**config.mk**
```make
export PLATFORM = sky130hd
export DESIGN_NAME = mem_access_unit_flat
export DESIGN_NICKNAME = d
export VERILOG_FILES = /design/src/rtl/mem_pkg.sv /design/src/rtl/mem_access_unit_if.sv /design/src/rtl/mem_load_align.sv /design/src/rtl/mem_access_unit.sv /design/src/flat_wrapper.sv
export SDC_FILE = /design/constraint.sdc
export NUM_CORES = 1
export LEC_CHECK = 0
export CAP_MARGIN = 10
export CORE_MARGIN = 5
export CORE_UTILIZATION = 45
export DETAILED_ROUTE_END_ITERATION = 16
export PLACE_DENSITY_LB_ADDON = 0.1
export SKIP_LAST_GASP = 1
export SLEW_MARGIN = 0
export SYNTH_ARGS = -nofsm -noshare
export SYNTH_HDL_FRONTEND = slang
export SYNTH_SLANG_ARGS = --single-unit
```
**constraint.sdc**
```tcl
create_clock -name clk -period 6.6 [get_ports clk]
set_input_delay 0.99 -clock clk [delete_from_list [all_inputs] [get_ports clk]]
set_output_delay 0.99 -clock clk [all_outputs]
set_load 0.05 [all_outputs]
```
**src/rtl/mem_pkg.sv**
```systemverilog
// Shared encodings for the data-memory access unit: op types, access sizes, FSM states.
// Alignment helpers are used by the top; the misalignment test only matters with MISALIGN_CHECK_EN.
package mem_pkg;

   typedef enum logic [2:0] {
      MemNone = 3'b000,
      MemLb   = 3'b001,
      MemLh   = 3'b010,
      MemLw   = 3'b011,
      MemLbu  = 3'b101,
      MemLhu  = 3'b110
   } mem_type_e;

   typedef enum logic [1:0] {
      SizeNone = 2'b00,
      SizeB    = 2'b01,
      SizeH    = 2'b10,
      SizeW    = 2'b11
   } mem_size_e;

   typedef enum logic [2:0] {
      StIdle,
      StAReq,
      StAWait,
      StBReq,
      StBWait,
      StDone
   } mau_state_e;

   function automatic logic is_misaligned(mem_size_e size, logic [1:0] lo);
      case (size)
         SizeH:   return lo[0];
         SizeW:   return lo != 2'b00;
         default: return 1'b0;
      endcase
   endfunction

   function automatic logic [1:0] align_lo(mem_size_e size, logic [1:0] lo);
      case (size)
         SizeH:   return {lo[1], 1'b0};
         SizeW:   return 2'b00;
         default: return lo;
      endcase
   endfunction

endpackage

```
**src/rtl/mem_access_unit_if.sv**
```systemverilog
// Data-cache request/response bundle between the access unit (master) and the dcache (slave).
interface mem_access_unit_if;

   logic        dc_req_valid;
   logic        dc_req_we;
   logic [31:0] dc_req_addr;
   logic [3:0]  dc_req_wstrb;
   logic [31:0] dc_req_wdata;
   logic        dc_req_ready;
   logic        dc_resp_valid;
   logic [31:0] dc_resp_rdata;

   modport master (
      output dc_req_valid,
      output dc_req_we,
      output dc_req_addr,
      output dc_req_wstrb,
      output dc_req_wdata,
      input  dc_req_ready,
      input  dc_resp_valid,
      input  dc_resp_rdata
   );

   modport slave (
      input  dc_req_valid,
      input  dc_req_we,
      input  dc_req_addr,
      input  dc_req_wstrb,
      input  dc_req_wdata,
      output dc_req_ready,
      output dc_resp_valid,
      output dc_resp_rdata
   );

endinterface

```
**src/rtl/mem_load_align.sv**
```systemverilog
// Per-slot lane logic: load byte/half select with sign/zero extension, store strobe and
// lane replication. Purely combinational; lo_i is the already-aligned low address.
module mem_load_align
   import mem_pkg::*;
(
   input  mem_size_e   size_i,
   input  logic        sign_i,
   input  logic [1:0]  lo_i,
   input  logic [31:0] rdata_i,
   input  logic [31:0] sdata_i,
   output logic [31:0] ldata_o,
   output logic [3:0]  wstrb_o,
   output logic [31:0] wdata_o
);

   logic [7:0]  byte_sel;
   logic [15:0] half_sel;

   always_comb begin
      byte_sel = rdata_i[{lo_i, 3'b000} +: 8];
      half_sel = lo_i[1] ? rdata_i[31:16] : rdata_i[15:0];
      ldata_o  = '0;
      wstrb_o  = 4'b0000;
      wdata_o  = sdata_i;
      case (size_i)
         SizeB: begin
            ldata_o = {{24{sign_i & byte_sel[7]}}, byte_sel};
            wstrb_o = 4'b0001 << lo_i;
            wdata_o = {4{sdata_i[7:0]}};
         end
         SizeH: begin
            ldata_o = {{16{sign_i & half_sel[15]}}, half_sel};
            wstrb_o = 4'b0011 << {lo_i[1], 1'b0};
            wdata_o = {2{sdata_i[15:0]}};
         end
         SizeW: begin
            ldata_o = rdata_i;
            wstrb_o = 4'b1111;
            wdata_o = sdata_i;
         end
         default: ;
      endcase
   end

endmodule

```
**src/rtl/mem_access_unit.sv**
```systemverilog
// Two-slot MEM-stage access unit: serialises slot A then slot B onto one dcache port.
// Define MISALIGN_CHECK_EN to suppress misaligned accesses and raise mem_ale_a/b instead.
module mem_access_unit
   import mem_pkg::*;
(
   input  logic              clk,
   input  logic              rst,
   input  logic [2:0]        MEM_mem_type_a,
   input  logic [2:0]        MEM_mem_type_b,
   input  logic              MEM_mem_we_a,
   input  logic              MEM_mem_we_b,
   input  logic [31:0]       MEM_alu_result_a,
   input  logic [31:0]       MEM_alu_result_b,
   input  logic [31:0]       MEM_store_data_a,
   input  logic [31:0]       MEM_store_data_b,
   output logic [31:0]       MEM_rf_wdata_a,
   output logic [31:0]       MEM_rf_wdata_b,
   output logic              stall_dcache,
`ifdef MISALIGN_CHECK_EN
   output logic              mem_ale_a,
   output logic              mem_ale_b,
`endif
   mem_access_unit_if.master dc
);

   mau_state_e  state_q;
   logic [31:0] data_a_q, data_b_q;
   mem_size_e   size_a, size_b;
   logic        memop_a, memop_b, load_a, load_b, mis_a, mis_b, sel_b;
   logic [1:0]  lo_a, lo_b;
   logic [31:0] ld_a, ld_b, wd_a, wd_b;
   logic [3:0]  strb_a, strb_b;

   assign size_a  = mem_size_e'(MEM_mem_type_a[1:0]);
   assign size_b  = mem_size_e'(MEM_mem_type_b[1:0]);
   assign memop_a = MEM_mem_we_a | (MEM_mem_type_a != MemNone);
   assign memop_b = MEM_mem_we_b | (MEM_mem_type_b != MemNone);
   assign load_a  = ~MEM_mem_we_a & (MEM_mem_type_a != MemNone);
   assign load_b  = ~MEM_mem_we_b & (MEM_mem_type_b != MemNone);
   assign lo_a    = align_lo(size_a, MEM_alu_result_a[1:0]);
   assign lo_b    = align_lo(size_b, MEM_alu_result_b[1:0]);

`ifdef MISALIGN_CHECK_EN
   logic ale_a_q, ale_b_q;
   assign mis_a     = is_misaligned(size_a, MEM_alu_result_a[1:0]);
   assign mis_b     = is_misaligned(size_b, MEM_alu_result_b[1:0]);
   assign mem_ale_a = (state_q == StDone) & ale_a_q;
   assign mem_ale_b = (state_q == StDone) & ale_b_q;
`else
   assign mis_a = 1'b0;
   assign mis_b = 1'b0;
`endif

   mem_load_align u_align_a (
      .size_i  (size_a),
      .sign_i  (~MEM_mem_type_a[2]),
      .lo_i    (lo_a),
      .rdata_i (dc.dc_resp_rdata),
      .sdata_i (MEM_store_data_a),
      .ldata_o (ld_a),
      .wstrb_o (strb_a),
      .wdata_o (wd_a)
   );

   mem_load_align u_align_b (
      .size_i  (size_b),
      .sign_i  (~MEM_mem_type_b[2]),
      .lo_i    (lo_b),
      .rdata_i (dc.dc_resp_rdata),
      .sdata_i (MEM_store_data_b),
      .ldata_o (ld_b),
      .wstrb_o (strb_b),
      .wdata_o (wd_b)
   );

   always_ff @(posedge clk) begin
      if (rst) begin
         state_q  <= StIdle;
         data_a_q <= '0;
         data_b_q <= '0;
`ifdef MISALIGN_CHECK_EN
         ale_a_q  <= 1'b0;
         ale_b_q  <= 1'b0;
`endif
      end else begin
         unique case (state_q)
            StIdle: begin
`ifdef MISALIGN_CHECK_EN
               ale_a_q <= 1'b0;
               ale_b_q <= 1'b0;
`endif
               if (memop_a) state_q <= StAReq;
               else if (memop_b) state_q <= StBReq;
            end
            StAReq: begin
               // A misaligned op never reaches the dcache; it completes here with zero data.
               if (mis_a) begin
                  data_a_q <= '0;
`ifdef MISALIGN_CHECK_EN
                  ale_a_q  <= 1'b1;
`endif
                  state_q  <= memop_b ? StBReq : StDone;
               end else if (dc.dc_req_ready) begin
                  state_q <= StAWait;
               end
            end
            StAWait: begin
               if (dc.dc_resp_valid) begin
                  data_a_q <= load_a ? ld_a : '0;
                  state_q  <= memop_b ? StBReq : StDone;
               end
            end
            StBReq: begin
               if (mis_b) begin
                  data_b_q <= '0;
`ifdef MISALIGN_CHECK_EN
                  ale_b_q  <= 1'b1;
`endif
                  state_q  <= StDone;
               end else if (dc.dc_req_ready) begin
                  state_q <= StBWait;
               end
            end
            StBWait: begin
               if (dc.dc_resp_valid) begin
                  data_b_q <= load_b ? ld_b : '0;
                  state_q  <= StDone;
               end
            end
            StDone:  state_q <= StIdle;
            default: state_q <= StIdle;
         endcase
      end
   end

   always_comb begin
      sel_b           = (state_q == StBReq);
      stall_dcache    = (state_q == StIdle) ? (memop_a | memop_b) : (state_q != StDone);
      dc.dc_req_valid = ((state_q == StAReq) & ~mis_a) | ((state_q == StBReq) & ~mis_b);
      dc.dc_req_we    = sel_b ? MEM_mem_we_b : MEM_mem_we_a;
      dc.dc_req_addr  = sel_b ? {MEM_alu_result_b[31:2], lo_b} : {MEM_alu_result_a[31:2], lo_a};
      dc.dc_req_wstrb = sel_b ? strb_b : strb_a;
      dc.dc_req_wdata = sel_b ? wd_b : wd_a;
      MEM_rf_wdata_a  = load_a ? data_a_q : MEM_alu_result_a;
      MEM_rf_wdata_b  = load_b ? data_b_q : MEM_alu_result_b;
   end

endmodule

```
**src/flat_wrapper.sv**
```systemverilog
// flat-port wrapper written by rule: the top's interface ports become plain ports
module mem_access_unit_flat import mem_pkg::*;
  (clk, rst, MEM_mem_type_a, MEM_mem_type_b, MEM_mem_we_a, MEM_mem_we_b, MEM_alu_result_a, MEM_alu_result_b, MEM_store_data_a, MEM_store_data_b, MEM_rf_wdata_a, MEM_rf_wdata_b, stall_dcache, dc_dc_req_valid, dc_dc_req_we, dc_dc_req_addr, dc_dc_req_wstrb, dc_dc_req_wdata, dc_dc_req_ready, dc_dc_resp_valid, dc_dc_resp_rdata);
  mem_access_unit_if dc_i ();
  input  logic clk;
  input  logic rst;
  input  logic [2:0] MEM_mem_type_a;
  input  logic [2:0] MEM_mem_type_b;
  input  logic MEM_mem_we_a;
  input  logic MEM_mem_we_b;
  input  logic [31:0] MEM_alu_result_a;
  input  logic [31:0] MEM_alu_result_b;
  input  logic [31:0] MEM_store_data_a;
  input  logic [31:0] MEM_store_data_b;
  output logic [31:0] MEM_rf_wdata_a;
  output logic [31:0] MEM_rf_wdata_b;
  output logic stall_dcache;
  output wire logic [$bits(dc_i.dc_req_valid)-1:0] dc_dc_req_valid;
  output wire logic [$bits(dc_i.dc_req_we)-1:0] dc_dc_req_we;
  output wire logic [$bits(dc_i.dc_req_addr)-1:0] dc_dc_req_addr;
  output wire logic [$bits(dc_i.dc_req_wstrb)-1:0] dc_dc_req_wstrb;
  output wire logic [$bits(dc_i.dc_req_wdata)-1:0] dc_dc_req_wdata;
  input wire logic [$bits(dc_i.dc_req_ready)-1:0] dc_dc_req_ready;
  input wire logic [$bits(dc_i.dc_resp_valid)-1:0] dc_dc_resp_valid;
  input wire logic [$bits(dc_i.dc_resp_rdata)-1:0] dc_dc_resp_rdata;
  assign dc_dc_req_valid = dc_i.dc_req_valid;
  assign dc_dc_req_we = dc_i.dc_req_we;
  assign dc_dc_req_addr = dc_i.dc_req_addr;
  assign dc_dc_req_wstrb = dc_i.dc_req_wstrb;
  assign dc_dc_req_wdata = dc_i.dc_req_wdata;
  assign dc_i.dc_req_ready = dc_dc_req_ready;
  assign dc_i.dc_resp_valid = dc_dc_resp_valid;
  assign dc_i.dc_resp_rdata = dc_dc_resp_rdata;
  mem_access_unit u_core (.clk(clk), .rst(rst), .MEM_mem_type_a(MEM_mem_type_a), .MEM_mem_type_b(MEM_mem_type_b), .MEM_mem_we_a(MEM_mem_we_a), .MEM_mem_we_b(MEM_mem_we_b), .MEM_alu_result_a(MEM_alu_result_a), .MEM_alu_result_b(MEM_alu_result_b), .MEM_store_data_a(MEM_store_data_a), .MEM_store_data_b(MEM_store_data_b), .MEM_rf_wdata_a(MEM_rf_wdata_a), .MEM_rf_wdata_b(MEM_rf_wdata_b), .stall_dcache(stall_dcache), .dc(dc_i));
endmodule
```
After elaboration in Yosys (flattened, before gate mapping)

Index checks and enable logic that the tools add are counted.

Memory bits (read-only): 0
Memories kept: 0
Output and inout bits: 135
Input port bits: 172
Word-level logic and storage cells: 72
Latch bits: 0
Memory bits (writable): 0
Register bits after elaboration: 67

Reduce and logical (&&, ||, !) cells: 6
Div/mod/pow operators: 0
Bitwise operators: 14
$mul: 0
Equality and inequality tests: 16
Shift-type cells: 6
$add $sub $neg: 0
Mux-type cells: 27
$lt $le $gt $ge: 0

Operator list:

| kind                | count |
|---|---|
| $mux 32             | 6 |
| $pmux 32 s3         | 2 |
| $pmux 32 s2         | 2 |
| $shiftx 32x6->8     | 2 |
| $mux 16             | 2 |
| $pmux 4 s3          | 2 |
| $mux 3              | 7 |
| $pmux 3 s5          | 1 |
| $eq 2x2->1 const B  | 4 |
| $ne 2x2->1 const B  | 4 |
| $pmux 2 s2          | 2 |
| $shl 1x2->4 const A | 2 |
| $shl 2x2->4 const A | 2 |
| $and 1x1->1         | 6 |
| $eq 3x2->1 const B  | 2 |
| $reduce_bool 3->1   | 2 |
| $reduce_and 5->1    | 1 |
| $eq 2x1->1 const B  | 2 |
| $mux 4              | 1 |
| $not 1->1           | 4 |
| $or 1x1->1          | 4 |
| $reduce_and 2->1    | 2 |
| $eq 3x1->1 const B  | 1 |
| $eq 3x3->1 const B  | 1 |
| 4 further kinds     | 5 |

Longest topological paths before layout

Depth in word-level cells: 6
Mapped depth: 10
Mapped depth without buffers: 7

By module

A second synthesis with hierarchy kept.

Cells, all modules: 941
Area, all modules: 7578.5 µm²

By module, submodules not included:

| module          | times used | cells each | area each (µm²) |
|---|---|---|---|
| mem_access_unit | 1          | 485        | 4753.3 |
| mem_load_align  | 2          | 228        | 1412.6 |

Least setup slack after synthesis

No wires, ideal clock.

Path type: input to output
Start: input port MEM_mem_type_a[0]
End: output port dc_dc_req_addr[1]
Stages: 7
Data arrival time: 3.149 ns
Slack: 2.461 ns
Required time: 5.610 ns
Cell sequence: inv_1 ha_1 clkbuf_1 o21bai_1 nand2_1 buf_2 o21ai_0

Word-level cells in the longest chain between the ends: 3
Elaborated cells between the ends (all ways): 4
Those cells by class: eq/ne: 2; mux: 2

RTL lines:

| item            | RTL line               | source |
|---|---|---|
| start, declared | flat_wrapper.sv:7      | `input logic [2:0] MEM_mem_type_a;` |
| $eq 2x2->1      | mem_pkg.sv:39          | `case (size)` |
| $pmux 2 s2 (*)  | mem_pkg.sv:39          |  |
| $mux 32 (*)     | mem_access_unit.sv:141 | `dc.dc_req_addr = sel_b ? {MEM_alu_result_b[31:2], lo_b} : {MEM_alu_result_a[31:2], lo_a};` |
| end, declared   | flat_wrapper.sv:20     | `output wire logic [$bits(dc_i.dc_req_addr)-1:0] dc_dc_req_addr;` |

Mark *: on every way between the ends. The rest lies on a longest branch, timed or not.

Final worst setup path

Start: input port MEM_mem_type_b[2]
End: output port MEM_rf_wdata_b[15]

Word-level cells in the longest chain between the ends: 3

RTL lines:

| item              | RTL line               | source |
|---|---|---|
| start, declared   | flat_wrapper.sv:8      | `input logic [2:0] MEM_mem_type_b;` |
| $reduce_bool 3->1 | mem_access_unit.sv:39  | `assign load_b = ~MEM_mem_we_b & (MEM_mem_type_b != MemNone);` |
| $and 1x1->1       | mem_access_unit.sv:39  |  |
| $mux 32           | mem_access_unit.sv:145 | `MEM_rf_wdata_b = load_b ? data_b_q : MEM_alu_result_b;` |
| end, declared     | flat_wrapper.sv:16     | `output logic [31:0] MEM_rf_wdata_b;` |

Every way passes these cells.

==> flow_summary_export.csv <==
group,metric,value,unit
cts,cts_resized,0,
global_route,antenna_found_initial,0,
critical_path,crit_path_start_kind,"primary input",
synth,synthCells,824,
power_and_ir_drop,intPower,1.04,mW
layout,antenna_cells,0,
synth,seq_area_frac_synth,21.3,%
synth,async_flop_share,0,%
timing,rsz0062_at_grt,"false",
route,first_pass_iters,6,
layout,layout_common_cells,"clkdlybuf4s50_1 (305), nand2_1 (210), mux2_2 (81), dfxtp_1 (67), a22oi_1 (45)",
timing,setup_viol,0,
power_and_ir_drop,powerDensity,181,nW/um^2
critical_path,path_max_fanout,21,
route,viasPerCell,5.93,
power_and_ir_drop,switching_share,40.3,%
timing,worst_slew_pin_slew,1170,ps
cts,cts_tree,"done",
synth,yosysWarnings,0,
cts,cts-root-buf,"clkbuf_16",
run_status,outcome,"complete, no violations",
power_and_ir_drop,p_sw,0.705,mW
route,routedWlPerCell,20.2,um
layout,final_common_cell,"clkdlybuf4s50_1",
timing,hold_viol,0,
min_path,min-delay-path-class,"reg -> reg",
global_route,grt_pass1_wl,38800,um
cts,cts.sinks,67,
critical_path,reg2reg_slack,3480,ps
timing,timing.fmax,192,MHz
route,drt_iter0_drc,860,
power_and_ir_drop,seqPwrFrac,23.7,%
layout,area_growth,53.3,%
synth,synth.avg_cell_area,7.64,um^2
die,core_area,13800,um^2
die,die_x,128,um
die,start_util,45.6,%
route,drc_errors,0,
timing,relSlewSlack,21.7,%
job,drv_cap,0,
synth,syn_area,6300,um^2
critical_path,rr_startpoint,"u_core.state_q[2]$_SDFFE_PP0P_",
place,dp.cells,1244,
power_and_ir_drop,p_leak,3.81,nW
critical_path,reg2regPathDepth,5,
die,ios,307,
global_route,grt.total_usage,29.1,%
timing,slew_violations,0,
critical_path,cp-end-kind,"output pin",
power_and_ir_drop,combPwrFrac,47.7,%
die,die_h,128,um
synth,synth_edf_count,0,
global_route,grt_max_degree,46,
cts,clockBufferDepth,2,
critical_path,critPathCapture,"MEM_rf_wdata_b[15]",
global_route,first_global_vias,7225,
critical_path,required,5610,ps
power_and_ir_drop,max-vdd-ir-drop,0.101,mV
cts,cts_made_buffers,9,
synth,syn_nets,1008,
critical_path,crit_start,"MEM_mem_type_b[2]",
place,place_hpwl,19400,um
place,portBuffers,306,
die,die_area,16500,um^2
critical_path,arrival,4210,ps
critical_path,path_class,"in -> out",
synth,synth_seq_cells,67,
synth,synthDistinctLibCells,57,
critical_path,reg2reg_to,"u_core.data_a_q[22]$_SDFFE_PP0P_",
cts,worst_skew_pair.late_latency,330,ps
route,ant_nets,0,
die,num_rows,43,
timing,min_period_over_period,78.8,%
timing,fin_tns_setup,0,ps
global_route,overflow,0,
cts,path_clk_slew,60,ps
layout,layout.cells.non_filler,1260,
cts,htreeDepth,3,
place,place_congestion,0.915,
route,vias,7472,
route,drt-total-wl,25500,um
power_and_ir_drop,total_power,1.75,mW
timing,clock_skew,10.3,ps
cts,hold_buffers,0,
timing,period_minus_slack,5200,ps
cts,cts_setup_buffers,0,
power_and_ir_drop,clock_power_share,28.6,%
timing,setup_ws,1400,ps
synth,synthFlopType,"dfxtp_1",
place,place_ws,1420,ps
layout,drive_gt1_share,12.3,%
layout,final_nets,1259,
-- stage by stage --
stage / util, % / instance area (um^2) / hold WS [ps]
global placement: 67.6 / 9350 / 472
floorplan: - / 6300 / 443
global route: 69.8 / 9650 / 508
finish: 69.8 / 9650 / 488
detailed placement: 67.6 / 9350 / 473
CTS: 69.8 / 9650 / 491
-- synth_stat cells (2+ instances only) --
| cell type | count | area share [%] |
|---|---|---|
| o211ai_1 | 3 | 0.36 |
| o22a_1 | 5 | 0.70 |
| buf_2 | 9 | 0.72 |
| nor3b_2 | 2 | 0.40 |
| a21oi_1 | 31 | 2.5 |
| clkbuf_1 | 54 | 3.2 |
| a222oi_1 | 14 | 2.2 |
| mux2_2 | 81 | 14 |
| nor3_1 | 2 | 0.16 |
| a221o_1 | 9 | 1.4 |
| inv_1 | 12 | 0.72 |
| a22oi_1 | 45 | 5.4 |
| a22o_1 | 27 | 3.8 |
| nor2_1 | 19 | 1.1 |
| dfxtp_1 | 67 | 21 |
| buf_6 | 2 | 0.36 |
| a311oi_1 | 9 | 1.3 |
| ha_1 | 12 | 2.4 |
| o21bai_1 | 2 | 0.24 |
| mux2i_1 | 13 | 2.1 |
| nor3b_1 | 3 | 0.36 |
| nand2b_1 | 39 | 3.9 |
| a21o_1 | 2 | 0.24 |
| nand4bb_1 | 2 | 0.36 |
| buf_1 | 8 | 0.48 |
| a21o_2 | 2 | 0.28 |
| a211oi_1 | 9 | 1.1 |
| a2bb2oi_1 | 3 | 0.42 |
| a311oi_2 | 10 | 2.4 |
| and2_1 | 2 | 0.20 |
| a31oi_1 | 3 | 0.30 |
| a21boi_0 | 18 | 2.1 |
| o221ai_1 | 3 | 0.42 |
| a221oi_1 | 7 | 0.97 |
| o21a_1 | 3 | 0.36 |
| nand3_1 | 11 | 0.87 |
| nand2_1 | 211 | 13 |
| nand3b_1 | 22 | 2.6 |
| or3b_2 | 2 | 0.28 |
| nor2b_1 | 6 | 0.60 |
| o21ai_0 | 24 | 1.9 |
-- area by class of cell --
cell class | count | area, um^2
Multi-Input combinational cell | 671 | 4620
Tap cell | 180 | 225
Clock inverter | 6 | 63.8
Inverter | 12 | 45.0
Clock buffer | 10 | 239
Fill cell | 1147 | 4170
Timing Repair Buffer | 314 | 3120
Sequential cell | 67 | 1340
-- worst max-delay path, cell delays in order --
cell and delay [ps]:
clkdlybuf4s50_1 890, inv_1 200, a21oi_4 690, buf_4 360, mux2_2 360, clkdlybuf4s50_1 710
-- power by group through the flow --
stage	clock (mW)	combinational, mW	sequential, mW
2_1_floorplan	0	0.516	0.418
3_3_place_gp	0	0.825	0.423
3_5_place_dp	0	0.828	0.424
4_1_cts	0.498	0.832	0.415
5_1_grt	0.515	0.873	0.415
6_report	0.499	0.833	0.415
-- worst min path at each step --
| stage | startpoint | to | slack, ps | cells after the start |
|---|---|---|---|---|
| 6_report | u_core.data_a_q[12]$_SDFFE_PP0P_ | u_core.data_a_q[12]$_SDFFE_PP0P_ | 490 | 1 |
| 3_3_place_gp | u_core.data_a_q[23]$_SDFFE_PP0P_ | u_core.data_a_q[23]$_SDFFE_PP0P_ | 470 | 2 |
| 3_5_place_dp | u_core.data_a_q[8]$_SDFFE_PP0P_ | u_core.data_a_q[8]$_SDFFE_PP0P_ | 470 | 1 |
| 4_1_cts | u_core.data_a_q[12]$_SDFFE_PP0P_ | u_core.data_a_q[12]$_SDFFE_PP0P_ | 490 | 1 |
| 2_1_floorplan | u_core.data_a_q[7]$_SDFFE_PP0P_ | u_core.data_a_q[7]$_SDFFE_PP0P_ | 440 | 1 |
| 5_1_grt | u_core.data_a_q[12]$_SDFFE_PP0P_ | u_core.data_a_q[12]$_SDFFE_PP0P_ | 510 | 1 |
-- registers in the layout (all words and copies together), names as in the netlist --
name	cells
u_core.data_a_q	32
u_core.data_b_q	32
u_core.state_q	3
-- per-layer routing --
metal	global-route usage [%]	share of wire [%]	wire (um)	vias up
met2	48.6	47	12100	394
li1	-	-	-	3532
met4	8.11	2.3	580	0
met3	7.79	10	2660	39
met5	0	0	0	-
met1	36.9	40	10200	3507
-- logic make-up (layout without fill, tap and decap cells) --
family / Yosys count / in the layout / share of synthesized area [%]
mux: 94 / 94 / 16.5
flops: 67 / 67 / 21.3
compound gates: 235 / 235 / 29.2
buf+inv: 86 / 342 / 5.80
xor+xnor: 1 / 1 / 0.139
fa+ha+maj: 12 / 12 / 2.38
simple gates: 329 / 329 / 24.7
Power figures use the tool's default switching activity.
